File: src/rtl/uart_pkg.sv
// Shared UART definitions: FSM state codes, default frame geometry and parity encodings.
package uart_pkg;

  localparam logic [2:0] ST_IDLE   = 3'd0;
  localparam logic [2:0] ST_START  = 3'd1;
  localparam logic [2:0] ST_DATA   = 3'd2;
  localparam logic [2:0] ST_PARITY = 3'd3;
  localparam logic [2:0] ST_STOP   = 3'd4;

  typedef enum logic [2:0] {
    IDLE   = ST_IDLE,
    START  = ST_START,
    DATA   = ST_DATA,
    PARITY = ST_PARITY,
    STOP   = ST_STOP
  } uart_state_e;

  localparam int DEFAULT_OVERSAMPLE = 8;
  localparam int DEFAULT_DATA_WIDTH = 8;

  localparam logic PARITY_EVEN = 1'b0;
  localparam logic PARITY_ODD  = 1'b1;

endpackage

File: src/rtl/uart_rx_sampler.sv
// Per-bit tick counter and 3-sample majority voter around the bit centre.
module uart_rx_sampler
  import uart_pkg::*;
#(
  parameter int OVERSAMPLE = DEFAULT_OVERSAMPLE,
  parameter int TICK_W     = $clog2(OVERSAMPLE)
) (
  input  logic              clk,
  input  logic              rst,
  input  logic              enable,
  input  logic              load_one,
  input  logic              rx_in,
  output logic [TICK_W-1:0] tick,
  output logic              bit_end,
  output logic              sampled_bit
);

  localparam logic [TICK_W-1:0] LAST_TICK = TICK_W'(OVERSAMPLE - 1);
  localparam logic [TICK_W-1:0] SAMPLE_0  = TICK_W'(OVERSAMPLE / 2 - 1);
  localparam logic [TICK_W-1:0] SAMPLE_1  = TICK_W'(OVERSAMPLE / 2);
  localparam logic [TICK_W-1:0] SAMPLE_2  = TICK_W'(OVERSAMPLE / 2 + 1);

  logic [TICK_W-1:0] tick_q, tick_d;
  logic [2:0]        samples_q, samples_d;

  always_comb begin
    tick_d    = '0;
    samples_d = samples_q;
    if (load_one) begin
      tick_d = TICK_W'(1);
    end else if (enable && (tick_q != LAST_TICK)) begin
      tick_d = tick_q + TICK_W'(1);
    end
    if (enable) begin
      if (tick_q == SAMPLE_0) samples_d[0] = rx_in;
      if (tick_q == SAMPLE_1) samples_d[1] = rx_in;
      if (tick_q == SAMPLE_2) samples_d[2] = rx_in;
    end
  end

  always_ff @(posedge clk or negedge rst) begin
    if (!rst) begin
      tick_q    <= '0;
      samples_q <= '0;
    end else begin
      tick_q    <= tick_d;
      samples_q <= samples_d;
    end
  end

  assign tick        = tick_q;
  assign bit_end     = (tick_q == LAST_TICK);
  assign sampled_bit = (samples_q[0] & samples_q[1]) | (samples_q[0] & samples_q[2]) |
                       (samples_q[1] & samples_q[2]);

endmodule

File: src/rtl/uart_rx.sv
// UART receiver: frame FSM, data shift register, parity check and registered output strobes.
module uart_rx
  import uart_pkg::*;
#(
  parameter int OVERSAMPLE = DEFAULT_OVERSAMPLE,
  parameter int DATA_WIDTH = DEFAULT_DATA_WIDTH
) (
  input  logic                  clk,
  input  logic                  rst,
  input  logic                  rx_in,
  input  logic                  parity_en,
  input  logic                  parity_type,
  output logic [DATA_WIDTH-1:0] data_out,
  output logic                  data_valid,
  output logic                  parity_error,
  output logic                  stop_error,
  output logic                  busy
);

  localparam int TICK_W = $clog2(OVERSAMPLE);
  localparam int CNT_W  = $clog2(DATA_WIDTH + 1);
  localparam logic [TICK_W-1:0] VOTE_TICK = TICK_W'(OVERSAMPLE / 2 + 2);
  localparam logic [CNT_W-1:0]  LAST_BIT  = CNT_W'(DATA_WIDTH - 1);

  uart_state_e           state_q, state_d;
  logic [CNT_W-1:0]      bit_cnt_q, bit_cnt_d;
  logic [DATA_WIDTH-1:0] shift_q, shift_d;
  logic [DATA_WIDTH-1:0] data_out_q, data_out_d;
  logic                  par_en_q, par_en_d;
  logic                  par_type_q, par_type_d;
  logic                  par_err_q, par_err_d;
  logic                  valid_q, valid_d;
  logic                  perr_q, perr_d;
  logic                  serr_q, serr_d;
  logic                  busy_q, busy_d;

  logic              enable, load_one;
  logic [TICK_W-1:0] tick;
  logic              bit_end, sampled_bit, bit_done;

  uart_rx_sampler #(
    .OVERSAMPLE (OVERSAMPLE),
    .TICK_W     (TICK_W)
  ) u_sampler (
    .clk         (clk),
    .rst         (rst),
    .enable      (enable),
    .load_one    (load_one),
    .rx_in       (rx_in),
    .tick        (tick),
    .bit_end     (bit_end),
    .sampled_bit (sampled_bit)
  );

  // The vote is only trusted once all three centre samples have been captured.
  assign bit_done = bit_end && (tick >= VOTE_TICK);

  always_comb begin
    state_d    = state_q;
    bit_cnt_d  = bit_cnt_q;
    shift_d    = shift_q;
    data_out_d = data_out_q;
    par_en_d   = par_en_q;
    par_type_d = par_type_q;
    par_err_d  = par_err_q;
    valid_d    = 1'b0;
    perr_d     = 1'b0;
    serr_d     = 1'b0;
    enable     = (state_q != IDLE);
    load_one   = 1'b0;

    unique case (state_q)
      IDLE: begin
        if (!rx_in) begin
          state_d    = START;
          load_one   = 1'b1;
          par_en_d   = parity_en;
          par_type_d = parity_type;
          par_err_d  = 1'b0;
          bit_cnt_d  = '0;
        end
      end
      START: begin
        if (bit_done) begin
          state_d   = sampled_bit ? IDLE : DATA;
          bit_cnt_d = '0;
        end
      end
      DATA: begin
        if (bit_done) begin
          shift_d = {sampled_bit, shift_q[DATA_WIDTH-1:1]};
          if (bit_cnt_q == LAST_BIT) begin
            state_d   = par_en_q ? PARITY : STOP;
            bit_cnt_d = '0;
          end else begin
            bit_cnt_d = bit_cnt_q + CNT_W'(1);
          end
        end
      end
      PARITY: begin
        if (bit_done) begin
          par_err_d = sampled_bit ^ (^shift_q) ^ (par_type_q == PARITY_ODD);
          state_d   = STOP;
        end
      end
      STOP: begin
        if (bit_done) begin
          if (sampled_bit && !par_err_q) begin
            valid_d    = 1'b1;
            data_out_d = shift_q;
          end else begin
            serr_d = !sampled_bit;
            perr_d = par_err_q;
          end
          // A low line here is the next frame's start bit arriving with no idle gap.
          if (!rx_in) begin
            state_d    = START;
            load_one   = 1'b1;
            par_en_d   = parity_en;
            par_type_d = parity_type;
            par_err_d  = 1'b0;
            bit_cnt_d  = '0;
          end else begin
            state_d = IDLE;
          end
        end
      end
      default: state_d = IDLE;
    endcase

    busy_d = (state_d != IDLE) || valid_d || perr_d || serr_d;
  end

  always_ff @(posedge clk or negedge rst) begin
    if (!rst) begin
      state_q    <= IDLE;
      bit_cnt_q  <= '0;
      shift_q    <= '0;
      data_out_q <= '0;
      par_en_q   <= 1'b0;
      par_type_q <= 1'b0;
      par_err_q  <= 1'b0;
      valid_q    <= 1'b0;
      perr_q     <= 1'b0;
      serr_q     <= 1'b0;
      busy_q     <= 1'b0;
    end else begin
      state_q    <= state_d;
      bit_cnt_q  <= bit_cnt_d;
      shift_q    <= shift_d;
      data_out_q <= data_out_d;
      par_en_q   <= par_en_d;
      par_type_q <= par_type_d;
      par_err_q  <= par_err_d;
      valid_q    <= valid_d;
      perr_q     <= perr_d;
      serr_q     <= serr_d;
      busy_q     <= busy_d;
    end
  end

  assign data_out     = data_out_q;
  assign data_valid   = valid_q;
  assign parity_error = perr_q;
  assign stop_error   = serr_q;
  assign busy         = busy_q;

endmodule

File: config.mk
export PLATFORM = sky130hd
export DESIGN_NAME = uart_rx
export DESIGN_NICKNAME = d
export VERILOG_FILES = /design/src/rtl/uart_pkg.sv /design/src/rtl/uart_rx_sampler.sv /design/src/rtl/uart_rx.sv
export SDC_FILE = /design/constraint.sdc
export NUM_CORES = 1
export LEC_CHECK = 0
export BUFFER_PORTS_ARGS = -buffer_cell sky130_fd_sc_hd__clkbuf_2
export CORE_ASPECT_RATIO = 0.75
export CORE_MARGIN = 8
export CORE_UTILIZATION = 50
export DETAILED_ROUTE_END_ITERATION = 8
export HOLD_SLACK_MARGIN = 0.12
export PLACE_DENSITY = 0.72
export SLEW_MARGIN = 20
export SYNTH_ARGS = -nofsm -noshare
export SYNTH_HDL_FRONTEND = slang
export SYNTH_SLANG_ARGS = --single-unit
File: constraint.sdc
create_clock -name clk -period 4.9 [get_ports clk]
set_clock_uncertainty 0.05 [all_clocks]
set_input_delay 0.49 -clock clk [delete_from_list [all_inputs] [get_ports clk]]
set_output_delay 0.49 -clock clk [all_outputs]
set_load 0.02 [all_outputs]
==> flow_summary.ini <==
[yosys]
synth.mux.area_fraction = 0.151
synth_top_family_by_area = multiplexers
synth.yosys.seq_area_share = 0.514
post-synth-top-area-cell = sky130_fd_sc_hd__dfrtp_1
synth.cell_area_sq_um = 1750
yosys.cell_types.count = 42
synth_area_in_compound_gates = 0.0742
syn-num-nets = 154
async_flop_share = 1.00
synth.cells.most_frequent = sky130_fd_sc_hd__dfrtp_1, sky130_fd_sc_hd__mux2_2, sky130_fd_sc_hd__mux2_4
synth_flop_cell = sky130_fd_sc_hd__dfrtp_1
synth-adder-area-share = 0.0485
synth.top_cell.area_share = 0.514
ys_top_cells_by_area = sky130_fd_sc_hd__dfrtp_1, sky130_fd_sc_hd__mux2_2, sky130_fd_sc_hd__mux2_4, sky130_fd_sc_hd__ha_1, sky130_fd_sc_hd__xnor2_1
yosysWarningCount = 0
syn_avg_cell_area_sq_um = 12.3
synth_simple_gate_area_share = 0.131
syn_inst = 143
yosys.area_share.xor_xnor = 0.0478
number_of_enable_type_register_cells_in_the_synthesized_netlist = 0
synth_most_common_cell = sky130_fd_sc_hd__dfrtp_1
ys_seq_elements = 36

[layout]
instances_no_fill = 201
num_antenna_cells = 0
total_number_of_nets_in_the_final_design = 171
post_route_cells_drive_above_1_share = 0.286
area_growth_syn_to_fin_pct = 10.8
fin_util = 0.583

[timing]
finalHoldViolations = 0
min_period_ns = 2.43
rsz0062_at_grt = false
fin_worst_hold_slack_ns = 0.261
max-slew-margin-rel = 0.414
setup_viol = 0
timing.final.max_slew_violations = 0
achievable-frequency_ghz = 0.412
max_slew.worst_pin.slew_ns = 0.879
setup_tns_ns = 0
post-route-period-util = 0.496

[cts]
clock-root-buffer = sky130_fd_sc_hd__clkbuf_8
worst_skew_pair.late_latency_ns = 0.29
postCtsSetupRepairBufs = 0
h_tree_depth = 2
numCtsBuffers = 5
clock_sinks = 36
cts.repair.resized = 0
hold_fix_buffers_cts = 0
path_clk_slew_ns = 0.07
cts_tree = yes
clock_tree_buf_depth = 2

[min_path]
timing.hold.worst.class = input port to async pin

[global_routing]
grt_antenna_before_repair = 0
first_global_vias = 1252
grt_pass1_wl_um = 5960
grt_max_degree = 37
gr-usage-all-layers = 0.136
overflow = 0

[drt]
num_vias = 1138
route.detailed.drc = 0
routed_wire_length_per_instance_um = 16.7
first_pass_iters = 4
drt_wl_total_um = 3360
dr.first_iter.drc_count = 64
detailed_route_vias_per_instance = 5.66
post_drt_antenna_nets = 0

[pwr]
max-vdd-ir-drop_uv = 176
leakagePower_nw = 0.973
post_layout_power_w = 0.000851
power_density_nw_per_um2 = 438

[place]
placement.io_buffers = 16
detailedPlacementHpwl_um = 2370
placedCellCount = 193
globalplace.congestion = 0.817

[floorplanning]
core-area_sq_um = 3330
chipHeight_um = 67.3
effective_utilization_at_floorplan = 0.526
design.die.area_sq_um = 5680
die_x_um = 84.4
floorplan.io_pins = 17
placement_rows = 18

[critical_path]
worst_path_max_delay_cell = sky130_fd_sc_hd__or3_1
endpoint_kind = register
worst_ep_arrival_time_ns = 2.55
crit_path_max_fanout = 9
cp_cell_sequence = ha_1 -> ha_1 -> and3_1 -> nand3_2 -> or3_1 -> mux2_4
worstPathRequired_ns = 5.02
timing.critical_path.from_type = register
cpPeakStageDelay_ns = 0.56
cell_seen_most_often_among_critical_path_stages = sky130_fd_sc_hd__ha_1
path_class = register to register

[job]
max_cap_violations = 0

[outcome]
run_status = complete, no violations
[cell families after synthesis]
family                     Yosys count
and+or+nand+nor                     40
muxes                               21
DFF                                 36
adders and majority gates            7
xor gates and xnor gates             8
buffers and inverters               12
AOI/OAI and AO/OA                   19
[flip-flops by register name, summed over array words and instances (netlist names)]
| name | count |
|---|---|
| bit_cnt_q | 4 |
| busy | 1 |
| data_out | 8 |
| data_valid | 1 |
| par_en_q | 1 |
| par_err_q | 1 |
| par_type_q | 1 |
| parity_error | 1 |
| shift_q | 8 |
| state_q | 3 |
| stop_error | 1 |
| u_sampler.samples_q | 3 |
| u_sampler.tick | 3 |
[critical path, delay by kind of cell, from the launching register on]
kind	cells	cell delay, ns
fa+ha+maj	2	0.49
simple gates	3	0.99
flops	1	0.41
mux	1	0.38
[placed cells by master, fill, tap and decap left out, types with 2 or more instances in the layout]
cell,n
sky130_fd_sc_hd__o21ai_0,6
sky130_fd_sc_hd__clkbuf_2,16
sky130_fd_sc_hd__dfrtp_1,36
sky130_fd_sc_hd__nor2_1,7
sky130_fd_sc_hd__mux2_2,12
sky130_fd_sc_hd__ha_1,6
sky130_fd_sc_hd__xnor2_1,6
sky130_fd_sc_hd__or3_1,2
sky130_fd_sc_hd__a21oi_1,2
sky130_fd_sc_hd__nor3b_1,3
sky130_fd_sc_hd__nor3_1,5
sky130_fd_sc_hd__nand3_1,5
sky130_fd_sc_hd__nand2_1,5
sky130_fd_sc_hd__clkbuf_8,6
sky130_fd_sc_hd__mux2_4,8
sky130_fd_sc_hd__a21o_1,3
sky130_fd_sc_hd__inv_1,6
sky130_fd_sc_hd__nand2b_1,3
[power breakdown]
group | switching [W] | internal, W | total, W | leakage [nW]
clock | 0.000106 | 0.000114 | 0.000220 | 0.0445
sequential | 0.0000681 | 0.000348 | 0.000416 | 0.474
combinational | 0.000111 | 0.000104 | 0.000216 | 0.454
total | 0.000285 | 0.000566 | 0.000851 | 0.973
[layer usage]
layer,part of all wire,routed length (um),track usage
met5,0,0,0
met4,0.012,40,0.0640
met3,0.057,193,0.0533
met2,0.47,1570,0.219
met1,0.46,1550,0.160
[final cells by class]
class | instances | area [sq um]
fill | 284 | 1390
sequential | 36 | 901
multi-input combinational | 95 | 795
clock buffer | 7 | 86.3
timing repair buffer | 16 | 80.1
tap | 40 | 50.0
inverter | 6 | 22.5
clock inverter | 1 | 7.51
[stage by stage]
step | worst slack [ns] | cell area (sq um)
floorplan | 2.85 | 1750
global placement | 2.63 | 1850
detailed placement | 2.50 | 1850
CTS | 2.48 | 1940
global route | 2.34 | 1940
finish | 2.47 | 1940
[worst paths after layout]
path                                      to         startpoint  cells after the start  slack (ns)
worst max-delay path             data_out[3]  u_sampler.tick[1]                      6        2.47
worst min-delay path                par_en_q                rst                      1        0.26
worst max register to register   data_out[3]  u_sampler.tick[1]                      6        2.47
worst min register to register   data_out[1]        data_out[1]                      1        0.46
max in group asynchronous       bit_cnt_q[3]                rst                      1        3.99
min in group clk                  par_type_q        parity_type                      2        0.39
(Power assumes the default switching activity.)
